<file path="src/rtl/pipeline_hazard_ctrl.sv">
// Stall/flush sequencer for the 5-stage MIPS front end: load-use, jump, taken-branch and IMEM wait handling.
// Build macro HAZARD_PERF_CNT_EN adds the stall_count/flush_count performance counters.
module pipeline_hazard_ctrl #(
  parameter int LOAD_STALL_CYCLES = 1,
  parameter int IMEM_TIMEOUT      = 16
) (
  input  logic        clk,
  input  logic        reset_in,
  input  logic [4:0]  id_rs,
  input  logic [4:0]  id_rt,
  input  logic        id_uses_rt,
  input  logic        id_ex_mem_read,
  input  logic [4:0]  id_ex_rt,
  input  logic        jump_id,
  input  logic        branch_taken_ex,
  input  logic        imem_ready,
  output logic        pc_enable,
  output logic        if_id_enable,
  output logic        flush_jump,
  output logic        flush_branch,
  output logic        id_ex_bubble,
  output logic        stall_active,
`ifdef HAZARD_PERF_CNT_EN
  output logic        imem_error,
  output logic [31:0] stall_count,
  output logic [31:0] flush_count
`else
  output logic        imem_error
`endif
);

  typedef enum logic [1:0] {RUN, STALL, IMEM_WAIT} state_t;

  localparam logic [2:0] STALL_INIT = 3'(LOAD_STALL_CYCLES - 1);
  localparam logic [7:0] TIMEOUT    = 8'(IMEM_TIMEOUT);

  state_t     state, state_nxt;
  logic [2:0] stall_cnt, stall_cnt_nxt;
  logic [7:0] wait_cnt, wait_cnt_nxt;
  logic       imem_error_nxt;
  logic       load_use;
  logic       hold;

  assign load_use = id_ex_mem_read && (id_ex_rt != 5'd0) &&
                    ((id_ex_rt == id_rs) || (id_uses_rt && (id_ex_rt == id_rt)));

  // imem_ready is sampled every cycle; a fetch completes in any cycle where it is high.
  always_comb begin
    hold           = 1'b0;
    flush_jump     = 1'b0;
    flush_branch   = 1'b0;
    stall_active   = (state != RUN);
    state_nxt      = state;
    stall_cnt_nxt  = stall_cnt;
    wait_cnt_nxt   = wait_cnt;
    imem_error_nxt = imem_error;
    if (reset_in) begin
      hold           = 1'b1;
      stall_active   = 1'b0;
      state_nxt      = RUN;
      stall_cnt_nxt  = 3'd0;
      wait_cnt_nxt   = 8'd0;
      imem_error_nxt = 1'b0;
    end else if (branch_taken_ex) begin
      flush_branch  = 1'b1;
      state_nxt     = RUN;
      stall_cnt_nxt = 3'd0;
      wait_cnt_nxt  = 8'd0;
    end else if (state == STALL) begin
      hold = 1'b1;
      if (stall_cnt <= 3'd1) begin
        state_nxt     = RUN;
        stall_cnt_nxt = 3'd0;
      end else begin
        stall_cnt_nxt = stall_cnt - 3'd1;
      end
    end else if (state == IMEM_WAIT && !imem_ready) begin
      hold         = 1'b1;
      wait_cnt_nxt = (wait_cnt == 8'd255) ? 8'd255 : wait_cnt + 8'd1;
      if (wait_cnt_nxt >= TIMEOUT) imem_error_nxt = 1'b1;
    end else begin
      // RUN, or the cycle in which a pending fetch finally completes.
      state_nxt    = RUN;
      wait_cnt_nxt = 8'd0;
      if (jump_id) begin
        flush_jump = 1'b1;
      end else if (load_use) begin
        hold = 1'b1;
        if (LOAD_STALL_CYCLES > 1) begin
          state_nxt     = STALL;
          stall_cnt_nxt = STALL_INIT;
        end
      end else if (!imem_ready) begin
        hold         = 1'b1;
        state_nxt    = IMEM_WAIT;
        wait_cnt_nxt = 8'd1;
      end
    end
    pc_enable    = !hold;
    if_id_enable = !hold;
    id_ex_bubble = hold || flush_branch;
  end

  always_ff @(posedge clk) begin
    state      <= state_nxt;
    stall_cnt  <= stall_cnt_nxt;
    wait_cnt   <= wait_cnt_nxt;
    imem_error <= imem_error_nxt;
  end

`ifdef HAZARD_PERF_CNT_EN
  always_ff @(posedge clk) begin
    if (reset_in) begin
      stall_count <= 32'd0;
      flush_count <= 32'd0;
    end else begin
      if (id_ex_bubble && !flush_jump && !flush_branch) stall_count <= stall_count + 32'd1;
      if (flush_jump || flush_branch) flush_count <= flush_count + 32'd1;
    end
  end
`endif

endmodule

</file>
<file path="config.mk">
export PLATFORM = sky130hd
export DESIGN_NAME = pipeline_hazard_ctrl
export DESIGN_NICKNAME = d
export VERILOG_FILES = /design/src/rtl/pipeline_hazard_ctrl.sv
export SDC_FILE = /design/constraint.sdc
export NUM_CORES = 1
export LEC_CHECK = 0
export CAP_MARGIN = 20
export CORE_MARGIN = 2
export CORE_UTILIZATION = 45
export CTS_BUF_LIST = sky130_fd_sc_hd__clkbuf_2
export CTS_CLUSTER_DIAMETER = 40
export CTS_CLUSTER_SIZE = 12
export DETAILED_ROUTE_END_ITERATION = 7
export PLACE_DENSITY = 0.86
export SYNTH_ARGS = -nofsm -noshare
export SYNTH_HDL_FRONTEND = slang
export SYNTH_SLANG_ARGS = --single-unit
</file>
<file path="constraint.sdc">
create_clock -name clk -period 5 [get_ports clk]
set_clock_uncertainty 0.1 [all_clocks]
set_input_delay 1.25 -clock clk [delete_from_list [all_inputs] [get_ports clk]]
set_output_delay 1.25 -clock clk [all_outputs]
set_load 0.05 [all_outputs]
</file>
Word-level counts from Yosys, hierarchy flattened
Index checks and enable logic that the tools add are counted.
{"block": "totals", "regBits": 14, "in_bits": 22, "out_inout_bits": 7, "word_cells": 57}
{"block": "op_classes", "addsub": 2, "magnitude_cmp": 2, "n_eq_ne": 7, "muxes": 27, "bitwise_logic": 2, "reduce_logical": 13}
{"cell": "$mux 1", "n": 18}
{"cell": "$mux 8", "n": 2}
{"cell": "$mux 2", "n": 6}
{"cell": "$eq 5x5->1", "n": 2}
{"cell": "$add 8x1->8 const B", "n": 1}
{"cell": "$eq 8x8->1 const B", "n": 1}
{"cell": "$ge 8x5->1 const B", "n": 1}
{"cell": "$reduce_bool 5->1", "n": 1}
{"cell": "$logic_and 1x1->1", "n": 4}
{"cell": "$reduce_and 4->1", "n": 1}
{"cell": "$le 3x1->1 const B", "n": 1}
{"cell": "$mux 3", "n": 1}
{"cell": "$sub 3x1->3 const B", "n": 1}
{"cell": "$eq 2x1->1 const B", "n": 1}
{"cell": "$eq 2x2->1 const B", "n": 1}
{"cell": "$logic_not 1->1", "n": 2}
{"cell": "$logic_or 1x1->1", "n": 2}
{"cell": "$ne 2x1->1 const B", "n": 1}
{"cell": "$ne 2x2->1 const B", "n": 1}
{"cell": "$not 1->1", "n": 2}
{"cell": "$reduce_and 2->1", "n": 1}
{"cell": "$reduce_bool 2->1", "n": 1}
{"cell": "$reduce_or 2->1", "n": 1}

Depth between registers and ports, before layout
{"block": "depth", "ltp_word": 11, "depth_mapped": 6, "mapped_depth_nobuf": 6}

Least setup slack after synthesis
Ideal clock, no wire load.
{"block": "synth_timing", "path_kind": "input -> output", "startpoint": "in branch_taken_ex", "endpoint": "out pc_enable", "arrival_ns": 2.737, "t_required_ns": 3.650, "path_slack_ns": 0.913, "stages": 4, "path_buffers": 1, "path_cell_list": "nor2b_1 a31o_2 a31o_2 buf_4"}
{"block": "synth_via", "elab_chain_cells": 3}
{"item": "from (decl)", "line_no": "15", "text": "input logic branch_taken_ex,"}
{"item": "$mux 1", "line_no": "64", "text": "end else if (branch_taken_ex) begin"}
{"item": "$mux 1", "line_no": "57", "text": "if (reset_in) begin"}
{"item": "$logic_not 1->1"}
{"item": "to (decl)", "line_no": "17", "text": "output logic pc_enable,"}
No other way between the ends.

Worst setup path after layout
{"block": "layout_timing", "startpoint": "in id_ex_rt[2]", "endpoint": "out pc_enable"}
{"block": "layout_via", "elab_chain_cells": 11, "word_cells_on_any_way": 14, "cone_classes": "eq/ne: 2; mux: 6; reduce/logical: 6"}
{"item": "from (decl)", "line_no": "13", "text": "input logic [4:0] id_ex_rt,"}
{"item": "$eq 5x5->1", "line_no": "45", "text": "((id_ex_rt == id_rs) || (id_uses_rt && (id_ex_rt == id_rt)));"}
{"item": "$logic_and 1x1->1", "line_no": "45"}
{"item": "$logic_or 1x1->1", "line_no": "45"}
{"item": "$logic_and 1x1->1 (*)", "line_no": "44", "text": "assign load_use = id_ex_mem_read && (id_ex_rt != 5'd0) &&"}
{"item": "$mux 1 (*)", "line_no": "87", "text": "end else if (load_use) begin"}
{"item": "$mux 1 (*)", "line_no": "85", "text": "if (jump_id) begin"}
{"item": "$mux 1 (*)", "line_no": "77", "text": "end else if (state == IMEM_WAIT && !imem_ready) begin"}
{"item": "$mux 1 (*)", "line_no": "69", "text": "end else if (state == STALL) begin"}
{"item": "$mux 1 (*)", "line_no": "64"}
{"item": "$mux 1 (*)", "line_no": "57"}
{"item": "$logic_not 1->1 (*)", "line_no": "99", "text": "pc_enable = !hold;"}
Every way passes the cells marked *; elsewhere a longest branch is shown, timed or not.

==> impl_metrics.yaml <==
worst_setup_path:
  startpoint: "id_ex_rt[2]"
  r2r_setup_slack_ps: 3430
  worst-path-max-fanout: 3
  cp.required_ps: 3650
  r2r_end: "imem_error"
  r2r-start: "wait_cnt[0]"
  cp_data_arrival_time_ps: 2900
  end_kind: "output pin"
  reg2reg_depth: 5
  critPathKind: "in -> out"
  cp-start-kind: "primary input"
hold_path:
  hp-start: "imem_error"
  hold_path_class: "reg -> reg"
  min_to: "imem_error"
  min_path_cells: 1
yosys:
  synth_area_per_cell_um2: 7.890
  seq_area_frac_synth_pct: 29.85
  synth.net_count: 108
  syn_area_um2: 670.6
  yosys_warnings: 0
  ys_seq_elements: 10
  syn_inst: 85
  netlist-cell-type-count: 30
clock_network:
  cts.repair.resized: 0
  clock_path_buffers: 2
  h-tree-depth: 1
  cts_tree: "yes"
  insertion_delay_ps: 250
  clockRootBuffer: "clkbuf_2"
  cts_inserted_buffers: 3
  cts-hold-fix-buffers: 0
  clk_pin_slew_worst_paths_ps: 90
  post_cts_buffers: 0
  cts_sinks: 10
grt:
  grt_max_degree: 10
  grt_pass1_vias: 714
  grt_overflow: 0
  antenna_found_initial: 0
  grt_pass1_wl_um: 2718
  grt_use_total_pct: 19.45
final_layout:
  synthToLayoutAreaGrowth_pct: 44.40
  post-route-util_pct: 71.73
  diodes: 0
  drive_gt1_share_pct: 9.565
  nNetsFinal: 139
sta:
  slew_headroom_pct: 65.89
  setup_viol: 0
  finalHoldViolations: 0
  report.final.slew_viol_count: 0
  tightest_slew_ps: 510.0
  finalCritPeriodShare_pct: 85.03
  rsz0062_at_grt: "no"
  period_needed_ps: 4252
  max_freq_mhz: 235.2
  fin_tns_setup_ps: 0
routing:
  met1_length_um: 590
  vias: 718
  first_iter_violations: 11
  drt-pass1-iter-count: 4
  maxUsedRoutingLayer: "met4"
  wirelength_um: 1502
  viasPerCell: 5.523
  drc: 0
  wl_met3_um: 80
  wl_per_cell_um: 11.55
  route.met2.wl_um: 816
  ant_nets: 0
placement:
  gp_congestion: 0.8229
  dp_hpwl_um: 1248
  numPortBuffers: 28
run:
  drv_cap: 0
die:
  io_pins: 29
  start_util_pct: 49.68
  die_w_um: 42.61
  num_rows: 13
  fp.dieH_um: 42.61
  coreArea_um2: 1350
  die_area_um2: 1815
pwr:
  leakage_nw: 0.3275
  p_per_area_nw_per_um2: 182.8
  vdd_drop_max_mv: 0.09795
status:
  status: "completed"
cell usage in the layout (no fill, tap or decap), drive strengths merged, types with 2 or more instances in the layout:
cell / count
clkdlybuf4s50: 25
xnor2: 12
and2: 2
nor2: 6
dfxtp: 10
nand2: 6
nand3: 8
a21oi: 6
nand4: 2
buf: 3
inv: 3
and3: 2
clkbuf: 3
nor2b: 3
o21ai: 5
nor3: 3
a31o: 2
nand2b: 2
kinds of logic (layout without fill, tap and decap cells):
logic type / count (synthesis) / in the layout / share of synthesized area (%)
multiplexers: 1 / 1 / 1.493
AND/OR/NAND/NOR: 37 / 37 / 28.54
AO/OA/AOI/OAI: 18 / 18 / 17.73
adder cells (fa/ha/maj): 1 / 1 / 1.865
buffers and inverters: 5 / 35 / 3.544
flip-flops: 10 / 10 / 29.85
XOR/XNOR: 13 / 13 / 16.98
worst max-delay path: stages:
cell,delay (ps)
clkdlybuf4s50_1,470
or4_1,540
o21ai_2,130
nand2b_1,130
a31o_2,170
buf_4,190
cells in the mapped netlist, drive strengths merged:
| library cell | n | area, um2 |
|---|---|---|
| nand4 | 2 | 12.51 |
| buf | 2 | 12.51 |
| nor3 | 3 | 15.01 |
| or4 | 1 | 7.510 |
| nand2 | 6 | 22.52 |
| nor2b | 3 | 18.77 |
| a311oi | 1 | 8.760 |
| xor2 | 1 | 8.760 |
| a31o | 2 | 17.52 |
| nand4b | 1 | 8.760 |
| a211oi | 1 | 7.510 |
| nand2b | 2 | 12.51 |
| nand3 | 8 | 40.04 |
| dfxtp | 10 | 200.2 |
| and2 | 2 | 12.51 |
| mux2i | 1 | 10.01 |
| a31oi | 1 | 6.260 |
| o21ai | 5 | 28.78 |
| o22ai | 1 | 6.260 |
| a21oi | 6 | 33.78 |
| inv | 3 | 11.26 |
| ha | 1 | 12.51 |
| nor2 | 6 | 22.52 |
| xnor2 | 12 | 105.1 |
| a221o | 1 | 10.01 |
| or2 | 1 | 6.260 |
| and3 | 2 | 12.51 |
flip-flops by register name (all words and copies together), names as in the netlist:
register / count
wait_cnt: 8
state: 1
imem_error: 1
power breakdown:
group | total [W] | internal [W] | switching (W)
Combinational | 0.0000516 | 0.0000278 | 0.0000238
Sequential | 0.0000808 | 0.0000801 | 0.000000671
Clock | 0.0000447 | 0.0000174 | 0.0000273
layer usage:
metal  GRT usage [%]  vias to the layer above
met5               0                        -
met1           20.57                      324
li1                -                      362
met3           2.586                        2
met2           36.92                       30
met4           9.375                        0
how the worst max path moves through the flow:
stage / endpoint / slack, ps / cells past startpoint
final: pc_enable / 750 / 6
after global routing: if_id_enable / 660 / 6
after CTS: pc_enable / 720 / 6
after detailed placement: pc_enable / 730 / 6
after global placement: if_id_enable / 760 / 6
after floorplan: pc_enable / 910 / 4
layout make-up:
| class | count | area (um2) |
|---|---|---|
| multi-input combinational | 70 | 446.7 |
| timing repair buffer | 28 | 272.8 |
| fill | 122 | 381.6 |
| clock inverter | 1 | 3.754 |
| clock buffer | 3 | 15.01 |
| tap | 15 | 18.77 |
| sequential | 10 | 200.2 |
| inverter | 3 | 11.26 |
stage by stage:
step	area, um2	instances	hold WS [ps]	total power, W	worst slack [ps]
2_1_floorplan	670.6	85	412.0	0.0001088	912.8
5_1_grt	968.4	130	429.1	0.0001876	662.2
4_1_cts	968.4	130	395.8	0.0001790	724.2
3_3_place_gp	949.7	126	370.6	0.0001337	756.4
6_report	968.4	130	390.1	0.0001770	748.4
3_5_place_dp	949.7	126	374.3	0.0001348	725.1
Note: power is estimated with default switching activity, not from simulation.
